$ cat config.mk
export PLATFORM = sky130hd
export DESIGN_NAME = mem_access_unit
export DESIGN_NICKNAME = d
export VERILOG_FILES = /design/src/rtl/mem_pkg.sv /design/src/rtl/load_align.sv /design/src/rtl/mem_access_unit.sv
export SDC_FILE = /design/constraint.sdc
export NUM_CORES = 1
export LEC_CHECK = 0
export ABC_CLOCK_PERIOD_IN_PS = 3600
export CORE_MARGIN = 5
export CORE_UTILIZATION = 42
export DETAILED_ROUTE_END_ITERATION = 8
export PLACE_DENSITY = 0.82
export SLEW_MARGIN = 20
export SYNTH_ARGS = -nofsm -noshare
export SYNTH_HDL_FRONTEND = slang
export SYNTH_SLANG_ARGS = --single-unit
$ cat constraint.sdc
create_clock -name clk -period 3.6 [get_ports clk]
set_input_delay 0.72 -clock clk [delete_from_list [all_inputs] [get_ports clk]]
set_output_delay 0.72 -clock clk [all_outputs]
set_load 0.005 [all_outputs]
$ cat src/rtl/mem_pkg.sv
// Shared definitions for the data-memory access unit: access-size encodings,
// FSM state type and small address helpers.
package mem_pkg;

    localparam logic [1:0] MASK_BYTE = 2'b00;
    localparam logic [1:0] MASK_HALF = 2'b01;
    localparam logic [1:0] MASK_WORD = 2'b10;

    typedef enum logic [1:0] {
        ST_IDLE = 2'b00,
        ST_REQ  = 2'b01,
        ST_WAIT = 2'b10
    } mem_state_e;

    function automatic logic is_misaligned(input logic [1:0] mask, input logic [1:0] off);
        case (mask)
            MASK_BYTE: return 1'b0;
            MASK_HALF: return off[0];
            default:   return (off != 2'b00);
        endcase
    endfunction

    // Round a byte offset down to the natural alignment of the access size.
    function automatic logic [1:0] align_offset(input logic [1:0] mask, input logic [1:0] off);
        case (mask)
            MASK_BYTE: return off;
            MASK_HALF: return {off[1], 1'b0};
            default:   return 2'b00;
        endcase
    endfunction

endpackage

$ cat src/rtl/load_align.sv
// Load lane selection and sign/zero extension of a bus read word.
module load_align
    import mem_pkg::*;
(
    input  logic [31:0] rdata,
    input  logic [1:0]  offset,
    input  logic [1:0]  mask,
    input  logic        load_unsigned,
    output logic [31:0] data
);

    logic [31:0]        shifted;
    logic signed [7:0]  byte_s;
    logic signed [15:0] half_s;
    logic signed [31:0] byte_ext;
    logic signed [31:0] half_ext;

    always_comb begin
        shifted  = rdata >> {offset, 3'b000};
        byte_s   = shifted[7:0];
        half_s   = shifted[15:0];
        byte_ext = byte_s;
        half_ext = half_s;
        case (mask)
            MASK_BYTE: data = load_unsigned ? {24'h0, shifted[7:0]}  : byte_ext;
            MASK_HALF: data = load_unsigned ? {16'h0, shifted[15:0]} : half_ext;
            default:   data = shifted;
        endcase
    end

endmodule

$ cat src/rtl/mem_access_unit.sv
// MEM-stage data bus master: issues loads/stores, stalls the pipeline, aligns loads.
// Optional macro MEM_MISALIGN_TRAP_EN blocks misaligned accesses instead of aligning them.
module mem_access_unit
    import mem_pkg::*;
(
    input  logic        clk,
    input  logic        rstn,
    input  logic [31:0] ex_mem_alu_result,
    input  logic        ex_mem_mem_read,
    input  logic        ex_mem_mem_write,
    input  logic [1:0]  ex_mem_mem_data_mask,
    input  logic [31:0] ex_mem_mem_write_data,
    input  logic        ex_mem_mem_unsigned,
    output logic        dmem_req,
    output logic        dmem_we,
    output logic [31:0] dmem_addr,
    output logic [3:0]  dmem_be,
    output logic [31:0] dmem_wdata,
    input  logic        dmem_ready,
    input  logic        dmem_rvalid,
    input  logic [31:0] dmem_rdata,
    output logic [31:0] mem_load_data,
    output logic        mem_stall,
    output logic        mem_misaligned
);

    mem_state_e  state, state_nxt;
    logic        access, blocked, issue, mis_flag;
    logic [1:0]  off_eff;
    logic [3:0]  be_c;
    logic [31:0] wdata_c, addr_c, aligned_data;

    logic [31:0] addr_q, wdata_q;
    logic [3:0]  be_q;
    logic        we_q, uns_q;
    logic [1:0]  off_q, mask_q;

    assign access = ex_mem_mem_read | ex_mem_mem_write;
    assign addr_c = {ex_mem_alu_result[31:2], 2'b00};

`ifdef MEM_MISALIGN_TRAP_EN
    assign mis_flag = access & is_misaligned(ex_mem_mem_data_mask, ex_mem_alu_result[1:0]);
    assign blocked  = mis_flag;
    assign off_eff  = ex_mem_alu_result[1:0];
`else
    assign mis_flag = 1'b0;
    assign blocked  = 1'b0;
    assign off_eff  = align_offset(ex_mem_mem_data_mask, ex_mem_alu_result[1:0]);
`endif

    assign issue = rstn & (state == ST_IDLE) & access & ~blocked;

    always_comb begin
        case (ex_mem_mem_data_mask)
            MASK_BYTE: begin
                be_c    = 4'b0001 << off_eff;
                wdata_c = {4{ex_mem_mem_write_data[7:0]}};
            end
            MASK_HALF: begin
                be_c    = 4'b0011 << off_eff;
                wdata_c = {2{ex_mem_mem_write_data[15:0]}};
            end
            default: begin
                be_c    = 4'b1111;
                wdata_c = ex_mem_mem_write_data;
            end
        endcase
    end

    always_ff @(posedge clk or negedge rstn) begin
        if (!rstn) state <= ST_IDLE;
        else       state <= state_nxt;
    end

    // Request snapshot: keeps the bus stable in REQ and steers the load result in WAIT.
    always_ff @(posedge clk) begin
        if (issue) begin
            addr_q  <= addr_c;
            wdata_q <= wdata_c;
            be_q    <= be_c;
            we_q    <= ex_mem_mem_write;
            off_q   <= off_eff;
            mask_q  <= ex_mem_mem_data_mask;
            uns_q   <= ex_mem_mem_unsigned;
        end
    end

    load_align u_load_align (
        .rdata         (dmem_rdata),
        .offset        (off_q),
        .mask          (mask_q),
        .load_unsigned (uns_q),
        .data          (aligned_data)
    );

    always_comb begin
        state_nxt      = state;
        dmem_req       = 1'b0;
        dmem_we        = 1'b0;
        dmem_addr      = 32'h0;
        dmem_be        = 4'b0000;
        dmem_wdata     = 32'h0;
        mem_stall      = 1'b0;
        mem_misaligned = 1'b0;
        mem_load_data  = 32'h0;
        if (rstn) begin
            case (state)
                ST_IDLE: begin
                    mem_misaligned = mis_flag;
                    if (issue) begin
                        dmem_req   = 1'b1;
                        dmem_we    = ex_mem_mem_write;
                        dmem_addr  = addr_c;
                        dmem_be    = be_c;
                        dmem_wdata = wdata_c;
                        mem_stall  = ~(ex_mem_mem_write & dmem_ready);
                        if (!dmem_ready)          state_nxt = ST_REQ;
                        else if (ex_mem_mem_read) state_nxt = ST_WAIT;
                    end
                end
                ST_REQ: begin
                    dmem_req   = 1'b1;
                    dmem_we    = we_q;
                    dmem_addr  = addr_q;
                    dmem_be    = be_q;
                    dmem_wdata = wdata_q;
                    mem_stall  = ~(we_q & dmem_ready);
                    if (dmem_ready) state_nxt = we_q ? ST_IDLE : ST_WAIT;
                end
                ST_WAIT: begin
                    mem_stall = ~dmem_rvalid;
                    if (dmem_rvalid) begin
                        mem_load_data = aligned_data;
                        state_nxt     = ST_IDLE;
                    end
                end
                default: state_nxt = ST_IDLE;
            endcase
        end
    end

endmodule

Word-level counts from Yosys, hierarchy flattened:

Cells that the tools add are included.

* add/sub/neg operators: 0
* $mul: 0
* divide/modulo/power cells: 0
* order comparisons: 0
* equal/unequal tests: 8
* shifts and indexed selects: 3
* mux-type cells: 34
* bitwise operators: 8
* reduce and logical (&&, ||, !) cells: 4

Operator list (number)
* two-way mux 32 bit: 9
* case mux 32 bit (2 select lines): 4
* >> shifter 32 x 5 -> 32 bit: 1
* case mux 4 bit (2 select lines): 2
* two-way mux 2 bit: 6
* two-way mux 4 bit: 2
* equality test 2 x 1 -> 1 bit (second input constant): 3
* logical NOT 2 bit: 3
* two-way mux 1 bit: 6
* != test 2 bit (second input constant): 3
* case mux 2 bit (3 select lines): 1
* AND reduction 5 bit: 1
* AND 1 bit: 4
* case mux 1 bit (2 select lines): 2
* case mux 2 bit (2 select lines): 1
* << shifter 1 x 2 -> 4 bit (first input constant): 1
* << shifter 2 x 2 -> 4 bit (first input constant): 1
* != test 3 bit (second input constant): 1
* NOT 1 bit: 3
* case mux 1 bit (3 select lines): 1
* equality test 2 bit (second input constant): 1
* OR 1 bit: 1

* flip-flop bits (word level): 74
* latch bits: 0
* RAM bits: 0
* memory bits (read-only): 0
* input port bits: 105
* output and inout bits: 104
* memories kept: 0

Depth between registers and ports, before layout:

Gate-level depths: netlist of the first run.

* depth in word-level cells: 7
* gate-level depth with buffers: 8
* depth with buffers taken out: 4

Cells and area by module:

Synthesis of the first run repeated with hierarchy kept, for this count alone.

* cells, all modules: 391
* area total of the unflattened synthesis: 4605.7 um2

By module, submodules not included
* mem_access_unit: instances 1, cells an instance 288, area each 3837.4 um2, seq. area each 2212.1 um2
* load_align: instances 1, cells an instance 103, area each 768.2 um2, seq. area each 0.0 um2

Least setup slack after synthesis of the first run:

No wires, ideal clock.

* kind: input to output
* start: input port rstn
* end: output port dmem_be[0]
* arrival: 2.248 ns
* data required time: 2.880 ns
* setup slack: 0.632 ns
* stages on the path: 7
* buffers on the path: 3
* cell sequence: nand2b_1 > clkbuf_1 > nor3_2 > buf_2 > buf_4 > a22oi_1 > nor2_1

* word-level cells in the longest chain between the ends: 5

RTL lines
* from (decl): RTL line mem_access_unit.sv:7 `input logic rstn,`
* AND 1 bit (2 in series): RTL line mem_access_unit.sv:51 `assign issue = rstn & (state == ST_IDLE) & access & ~blocked;`
* two-way mux 4 bit: RTL line mem_access_unit.sv:110 `if (issue) begin`
* case mux 4 bit (2 select lines): RTL line mem_access_unit.sv:107 `case (state)`
* two-way mux 4 bit *: RTL line mem_access_unit.sv:106 `if (rstn) begin`
* to (decl): RTL line mem_access_unit.sv:17 `output logic [3:0] dmem_be,`

Mark *: on every way between the ends. The rest lies on a longest branch, timed or not.

Worst setup path in the final report of the first run:

* start: input port dmem_rdata[31]
* end: output port mem_load_data[9]

* word-level cells in the longest chain between the ends: 6

RTL lines
* from (decl): RTL line mem_access_unit.sv:21 `input logic [31:0] dmem_rdata,`
* >> shifter 32 x 5 -> 32 bit: RTL line load_align.sv:19 `shifted = rdata >> {offset, 3'b000};`
* two-way mux 32 bit: RTL line load_align.sv:25 `MASK_BYTE: data = load_unsigned ? {24'h0, shifted[7:0]} : byte_ext;`
* case mux 32 bit (2 select lines): RTL line load_align.sv:24 `case (mask)`
* two-way mux 32 bit: RTL line mem_access_unit.sv:132 `if (dmem_rvalid) begin`
* two-way mux 32 bit: RTL line mem_access_unit.sv:107
* two-way mux 32 bit: RTL line mem_access_unit.sv:106
* to (decl): RTL line mem_access_unit.sv:22 `output logic [31:0] mem_load_data,`

No other way between the ends.

==> results.md, run 1 <==
* Met1 wire length at 5910 um
* Routed len/inst at 19.1 um
* Buf+Inv Stages, Crit Path at 2
* Slew headroom at 53.0%
* Share of layout cells above drive strength 1 at 12.7%
* Sink Count at 74
* Min cycle time layout at ~3.5 ns
* Syn-to-layout area delta at 60.5%
* Sw frac at between 20 and 30%
* CP Cell Sequence: clkdlybuf4s50_1 -> mux2_2 -> mux2i_1 -> or3_1 -> a21oi_1 -> clkdlybuf4s50_1
* Placer's final routability congestion estimate at 0.947
* CP endpoint kind: output pin
* Post-synth top area share at 49.3%
* Die Y at between 100 and 150 um
* Commonest non-fill, non-tap cells in the layout: clkdlybuf4s50_1 (202), nor2_1 (76), edfxtp_1 (72), a22oi_1 (66), buf_4 (28)
* Die X-Extent at 112 um
* Distinct cells, synth at 38
* Max Cap Viol at 0
* Clk buf depth at 2
* Mux cell area share after synthesis at ~10%
* Pin count of the biggest net entering global routing at 69
* Clk slew on worst S/H paths at 0.08 ns
* DR WL met3 at ~1300 um
* Worst-Margin Slew at 0.705 ns
* Routed WL at 14,800 um
* Detailed placer's ending HPWL at 10,900 um
* P_leak at 2.58 nW
* Adder-Cell Fraction of Synth Area at 0%
* Compound-Gate Fraction of Synth Area at 21.3%
* Synthesized instance count at 420
* Peak supply drop at 0.000280 V
* Seq pwr share at just over 40%
* Hold/Removal Path Class: in -> async
* PortBufs at 205
* Final nets at 737
* Synth Area in Simple Gates at 13.6%
* Initial antenna violation count at 0
* Area contributors post-synth: edfxtp_1 (49%), a22oi_1 (11%), nor2_1 (6.5%)
* Xor and xnor fraction of the mapped netlist area at 0%
* Max Used Layer: met4
* DRC errors left at 0
* Clk pwr share at roughly 27%
* Syn_area_per_cell at 10.4 um^2
* Placed Cells at 750
* ANT cells at 0
* Gr usage total at 22.7%
* Internal power at 1.85 mW
* Worst EP arrival at 2.79 ns
* Setup violations, final at 0
* Net Sw Power at 0.728 mW
* Clock Skew at between 0.008 and 0.009 ns
* Fmax at ~280 MHz
* DR vias/cell at 5.67
* Power Density at 366 nW/um^2
* DRT iter0 DRCs at 356
* Top Ports at 209
* Pre-Repair DR Iteration Count at 5
* Yosys reg bits at 74
* Worst path top cell family by delay: buffers and inverters
* Skew-Pair Late Insertion Delay at 0.35 ns
* WHS at 0.357 ns
* First-pass GRT wire length at 23,200 um
* Die Area at 12,600 um^2
* Combinational Power Share at 31.5%
* RSZ-0062 raised after global routing: false
* Yosys top cell by area: edfxtp_1
* # rows at 37
* CP max FO at 8
* Met2 wire len at 7100 um
* Setup CP Type: in -> out
* Clock root buffer: clkbuf_8
* TritonCTS Buffers at 9
* CP dominant cell by count: clkdlybuf4s50_1
* Worst path max stage delay at 0.55 ns
* Multi-input logic area at ~2000 um^2
* Vias at 4,385
* Fin cells at roughly 770
* Core Region at about 10,000 um^2
* Outcome: complete, no violations
* ANT nets after route at 0
* Largest family of logic cells by synthesized area: compound AO/OA/AOI/OAI gates
* Grt ovf at 0
* Worst EP required at 2.88 ns
* CP startpoint kind: primary input
* Ys Warns at 0
* Reg area at 2210 um^2
* Critical path's slowest cell: clkdlybuf4s50_1
* Fin. max-slew vios at 0
* CTS HTree Levels at 3
* Vias in the first global route at 4,514
* CTS tree: yes
* Hold Fails Final Rpt at 0
* Post-synthesis cell area at 4390 um^2
* Period Utilization, post-route at 97.6%
* Most common cell after layout, fill and taps aside: clkdlybuf4s50_1
* Register area share after synthesis at 50.4%
* # fillers at 792
* Starting density of the core at 42.7%
metrics by stage:
| stage | setup TNS (ns) | utilization [%] | setup slack, ns | power [mW] | cell area (um^2) |
|---|---|---|---|---|---|
| after global routing | 0 | 68.5 | 0.0121 | 2.70 | 7040 |
| after floorplan | 0 | - | 0.632 | 1.43 | 4400 |
| after detailed placement | -1.13 | 65.6 | -0.0824 | 1.87 | 6740 |
| final | 0 | 68.5 | 0.0860 | 2.58 | 7040 |
| after CTS | 0 | 68.0 | 0.00158 | 2.59 | 6990 |
| after global placement | -0.614 | 65.6 | -0.0500 | 1.85 | 6740 |
flip-flops by register name, summed over array words and instances, names as in the netlist:
name,flops
uns_q,1
be_q,4
off_q,2
wdata_q,32
we_q,1
addr_q,30
mask_q,2
state,2
power by group through the flow:
stage	sequential (mW)	combinational [mW]	clock, mW
2_1_floorplan	1.06	0.372	0
3_3_place_gp	1.08	0.778	0
3_5_place_dp	1.08	0.795	0
4_1_cts	1.06	0.810	0.717
5_1_grt	1.07	0.877	0.754
6_report	1.06	0.812	0.708
logic make-up after synthesis:
kind of cell | after synthesis
other cells | 1
simple gates | 127
buf+inv | 43
mux | 42
compound gates | 133
flops | 74
cell type report:
type / count / area share [%]
Inverter: 1 / 0.0533
Sequential cell: 74 / 31.4
Multi-Input combinational cell: 305 / 28.7
Tap cell: 136 / 2.42
Timing Repair Buffer: 241 / 34.4
Clock inverter: 5 / 1.10
Clock buffer: 11 / 1.87
synth_stat cells:
master,number
nand2b_1,5
nor3b_1,2
o21a_1,1
mux2_2,18
or3b_1,1
a2111oi_4,1
or3_1,1
conb_1,1
o21ai_1,8
edfxtp_1,72
buf_2,12
o22ai_1,1
buf_1,3
a211oi_1,14
a22oi_1,66
or2_2,1
nor2_1,76
nand4b_4,1
nand2_1,14
nor2b_1,11
buf_4,6
or3_4,1
a2111o_1,1
o21ai_0,19
o2111ai_1,1
inv_1,1
dfrtp_1,2
nor3_2,1
a221o_1,1
a2bb2oi_1,1
clkbuf_1,21
a21oi_1,10
a21o_1,9
and3_1,1
nor3_1,3
mux2i_1,24
nor2_2,2
and2_1,7
final timing paths:
check | start | end | slack [ns] | cells past startpoint
hold / removal | rstn | state[1] | 0.36 | 2
setup / recovery | dmem_rdata[31] | mem_load_data[9] | 0.09 | 6
min in group clk | we_q | state[1] | 0.67 | 3
max in group asynchronous | rstn | state[0] | 3.13 | 2
setup reg to reg | state[1] | addr_q[23] | 1.82 | 5
hold reg to reg | we_q | state[1] | 0.67 | 3
worst reg2reg max path, stage by stage, from the launching register on:
cell and delay [ns]:
dfrtp_1 0.51, nand2b_2 0.27, nor3_4 0.18, buf_12 0.18, buf_16 0.19, buf_4 0.17
layer usage:
layer  global-route usage, %  up-vias
met5                       0        -
met4                    9.62        0
met3                    7.65       32
li1                        -     2011
met2                    37.0      241
met1                    27.5     2101
what timing repair did:
| action | 4_1_cts | 5_1_grt |
|---|---|---|
| buffers inserted | 3 | 4 |
| setup endpoints to repair | 38 | 69 |
| resized for setup | 4 | 7 |
| pin swaps | 3 | 1 |
| hold buffers | 0 | 0 |
Power figures use the tool's default switching activity.
==> run 2: changes to the inputs <==
--- a/config.mk
+++ b/config.mk
@@ -5,7 +5,7 @@
 export SDC_FILE = /design/constraint.sdc
 export NUM_CORES = 1
 export LEC_CHECK = 0
-export ABC_CLOCK_PERIOD_IN_PS = 3600
+export ABC_CLOCK_PERIOD_IN_PS = 4000
 export CORE_MARGIN = 5
 export CORE_UTILIZATION = 42
 export DETAILED_ROUTE_END_ITERATION = 8
==> constraint.sdc (replaced) <==
create_clock -name clk -period 4 [get_ports clk]
set_input_delay 0.8 -clock clk [delete_from_list [all_inputs] [get_ports clk]]
set_output_delay 0.8 -clock clk [all_outputs]
set_load 0.005 [all_outputs]
==> run 2 against run 1 <==
Net effect:
- die area is the same
- clock skew shrank 0.0017 ns
- highest routed layer unchanged
- largest power group unchanged
- non-clock buffer count shrank 15
- via count shrank 2.8%
- first-iteration DRC count grew 16%
- critical endpoint is now mem_load_data[25]
==> results.md, run 2 (synthesis results as in run 1) <==
* CP dominant cell by count: clkdlybuf4s50_1
* Final nets at 722 (-2.0%)
* Most common cell after layout, fill and taps aside: clkdlybuf4s50_1
* Core Region at 10,300 um^2 (unchanged)
* Die X-Extent at 112 um (unchanged)
* Global route hottest layer: met2
* Hold-fix buffers, CTS at 0 (unchanged)
* # resized after CTS at 0 (-4)
* CP startpoint kind: primary input
* Top Ports at 209 (unchanged)
* Routed WL at 14,400 um (-2.6%)
* Period Utilization, post-route at 96.9%
* Setup CP Type: in -> out
* Clock root buffer: clkbuf_8
* Postcts setup bufs at 0 (-3)
* Clk buf depth at 2 (unchanged)
* Detailed placer's ending HPWL at 10,600 um (-3.1%)
* Outcome: complete, no violations
* TritonCTS Buffers at 9 (unchanged)
* Gr usage total at 21.9% (-0.81 points)
* Max FFs per register at 32 (unchanged)
* Clk slew on worst S/H paths at 0.08 ns (about the same)
* Fin. max-slew vios at 0 (unchanged)
* Met3 Use GR at 8.63% (+0.97 points)
* CP Cell Sequence: clkdlybuf4s50_1 -> nand4b_4 -> buf_4 -> or3b_1 -> nor2_2 -> a21o_1 -> clkdlybuf4s50_1
* Clock Skew at 0.00693 ns (-0.00171 ns)
* Peak supply drop at 0.000226 V (-19%)
* Setup TNS at 0 ns (unchanged)
* WHS at 0.636 ns (+0.279 ns)
* Syn-to-layout area delta at 55.4%
* Initial antenna violation count at 0 (unchanged)
* CP endpoint kind: output pin
* Hold Fails Final Rpt at 0 (unchanged)
* Min cycle time layout at 3.88 ns
* Worst EP arrival at 3.08 ns (+0.29 ns)
* Critical path's slowest cell: clkdlybuf4s50_1
* Power Density at 324 nW/um^2 (-11%)
* Slew headroom at 52.4% (-0.65 points)
* Worst path max stage delay at 0.54 ns (about the same)
* DR vias/cell at 5.62 (-0.90%)
* RSZ-0062 raised after global routing: false
* Hold/Removal Path Class: reg -> reg
* P_leak at 2.44 nW (-5.4%)
* Setup violations, final at 0 (unchanged)
* ANT nets after route at 0 (unchanged)
* Starting density of the core at 42.7% (unchanged)
* Worst-Margin Slew at 0.714 ns (+0.00977 ns)
* First-pass GRT wire length at 22,100 um (-4.5%)
* Routed len/inst at 19.0 um (-0.68%)
* ANT cells at 0 (unchanged)
* Largest regs: wdata_q (32), addr_q (30), be_q (4)
* Share of layout cells above drive strength 1 at 9.81% (-2.9 points)
* DRC errors left at 0 (unchanged)
* Grt met2 use at 36.2% (-0.75 points)
* Placer's final routability congestion estimate at 0.917 (-3.2%)
* Worst EP required at 3.20 ns (+0.32 ns)
* Die Y at 112 um (unchanged)
* CTS HTree Levels at 3 (unchanged)
* Grt ovf at 0 (unchanged)
* Sink Count at 74 (unchanged)
* Die Area at 12,600 um^2 (unchanged)
* Largest Register: wdata_q
* Pin count of the biggest net entering global routing at 69 (unchanged)
* Vias in the first global route at 4,279 (-5.2%)
* CP max FO at 17 (+9)
* Fmax at around 260 MHz
* Commonest non-fill, non-tap cells in the layout: clkdlybuf4s50_1 (205), nor2_1 (76), edfxtp_1 (72), a22oi_1 (66), mux2i_1 (24)
* Max Cap Viol at 0 (unchanged)
* PortBufs at 205 (unchanged)
* # rows at 37 (unchanged)
* M1 GR Usage at 26.2% (-1.3 points)
* Skew-Pair Late Insertion Delay at 0.36 ns (about the same)
* DRT iter0 DRCs at 414 (+16%)
* CTS tree: yes
* Pre-Repair DR Iteration Count at 6 (+1)
* Vias at 4,261 (-2.8%)
-- run 2: cell types whose count changed in the layout (fill, tap and decap cells not counted), sizes merged --
cell and change:
clkbuf -1, clkdlybuf4s50 +3, clkinv +2, dlygate4sd2 -1, dlymetal6s2s -2, bufinv -1
buf -15
-- run 2: final timing paths --
path                              from                end  slack, ns  cells past startpoint
min reg2reg                       we_q           state[1]       0.64                      3
max                        dmem_rvalid  mem_load_data[25]       0.12                      7
max in group asynchronous         rstn           state[0]       3.08                      2
min                               we_q           state[1]       0.64                      3
min in group asynchronous         rstn           state[1]       0.81                      2
max reg2reg                   state[1]              uns_q       2.24                      4
-- run 2: stage by stage --
| stage | setup WS (ns) | area, um^2 | std cells | utilization (%) | total power [mW] |
|---|---|---|---|---|---|
| after floorplan | 0.872 | 4400 | 422 | - | 1.29 |
| after global placement | 0.177 | 6630 | 742 | 64.5 | 1.64 |
| after detailed placement | 0.126 | 6630 | 742 | 64.5 | 1.66 |
| after CTS | 0.118 | 6820 | 758 | 66.3 | 2.23 |
| after global routing | 0.0299 | 6820 | 758 | 66.3 | 2.32 |
| final | 0.123 | 6820 | 758 | 66.3 | 2.21 |
-- run 2: critical path: cells and delay by family --
family | cells | cell delay [ns]
AOI/OAI and AO/OA | 1 | 0.18
buffers and inverters | 3 | 1.25
and+or+nand+nor | 3 | 0.83
-- run 2: layer usage --
layer	share of wire, %	up-vias
met3	10	22
met2	48	239
li1	-	1978
met1	40	2022
met4	1.9	0
met5	0	-
-- run 2: area by class of cell --
class | count | area, um^2
Clock buffer | 10 | 128
Clock inverter | 6 | 56.3
Fill cell | 818 | 3460
Inverter | 1 | 3.75
Multi-Input combinational cell | 305 | 2000
Sequential cell | 74 | 2210
Tap cell | 136 | 170
Timing Repair Buffer | 226 | 2250
-- run 2: where the power goes --
group	switching (mW)	internal [mW]
registers	0.0308	0.923
logic	0.327	0.363
clock network	0.282	0.284
total	0.640	1.57
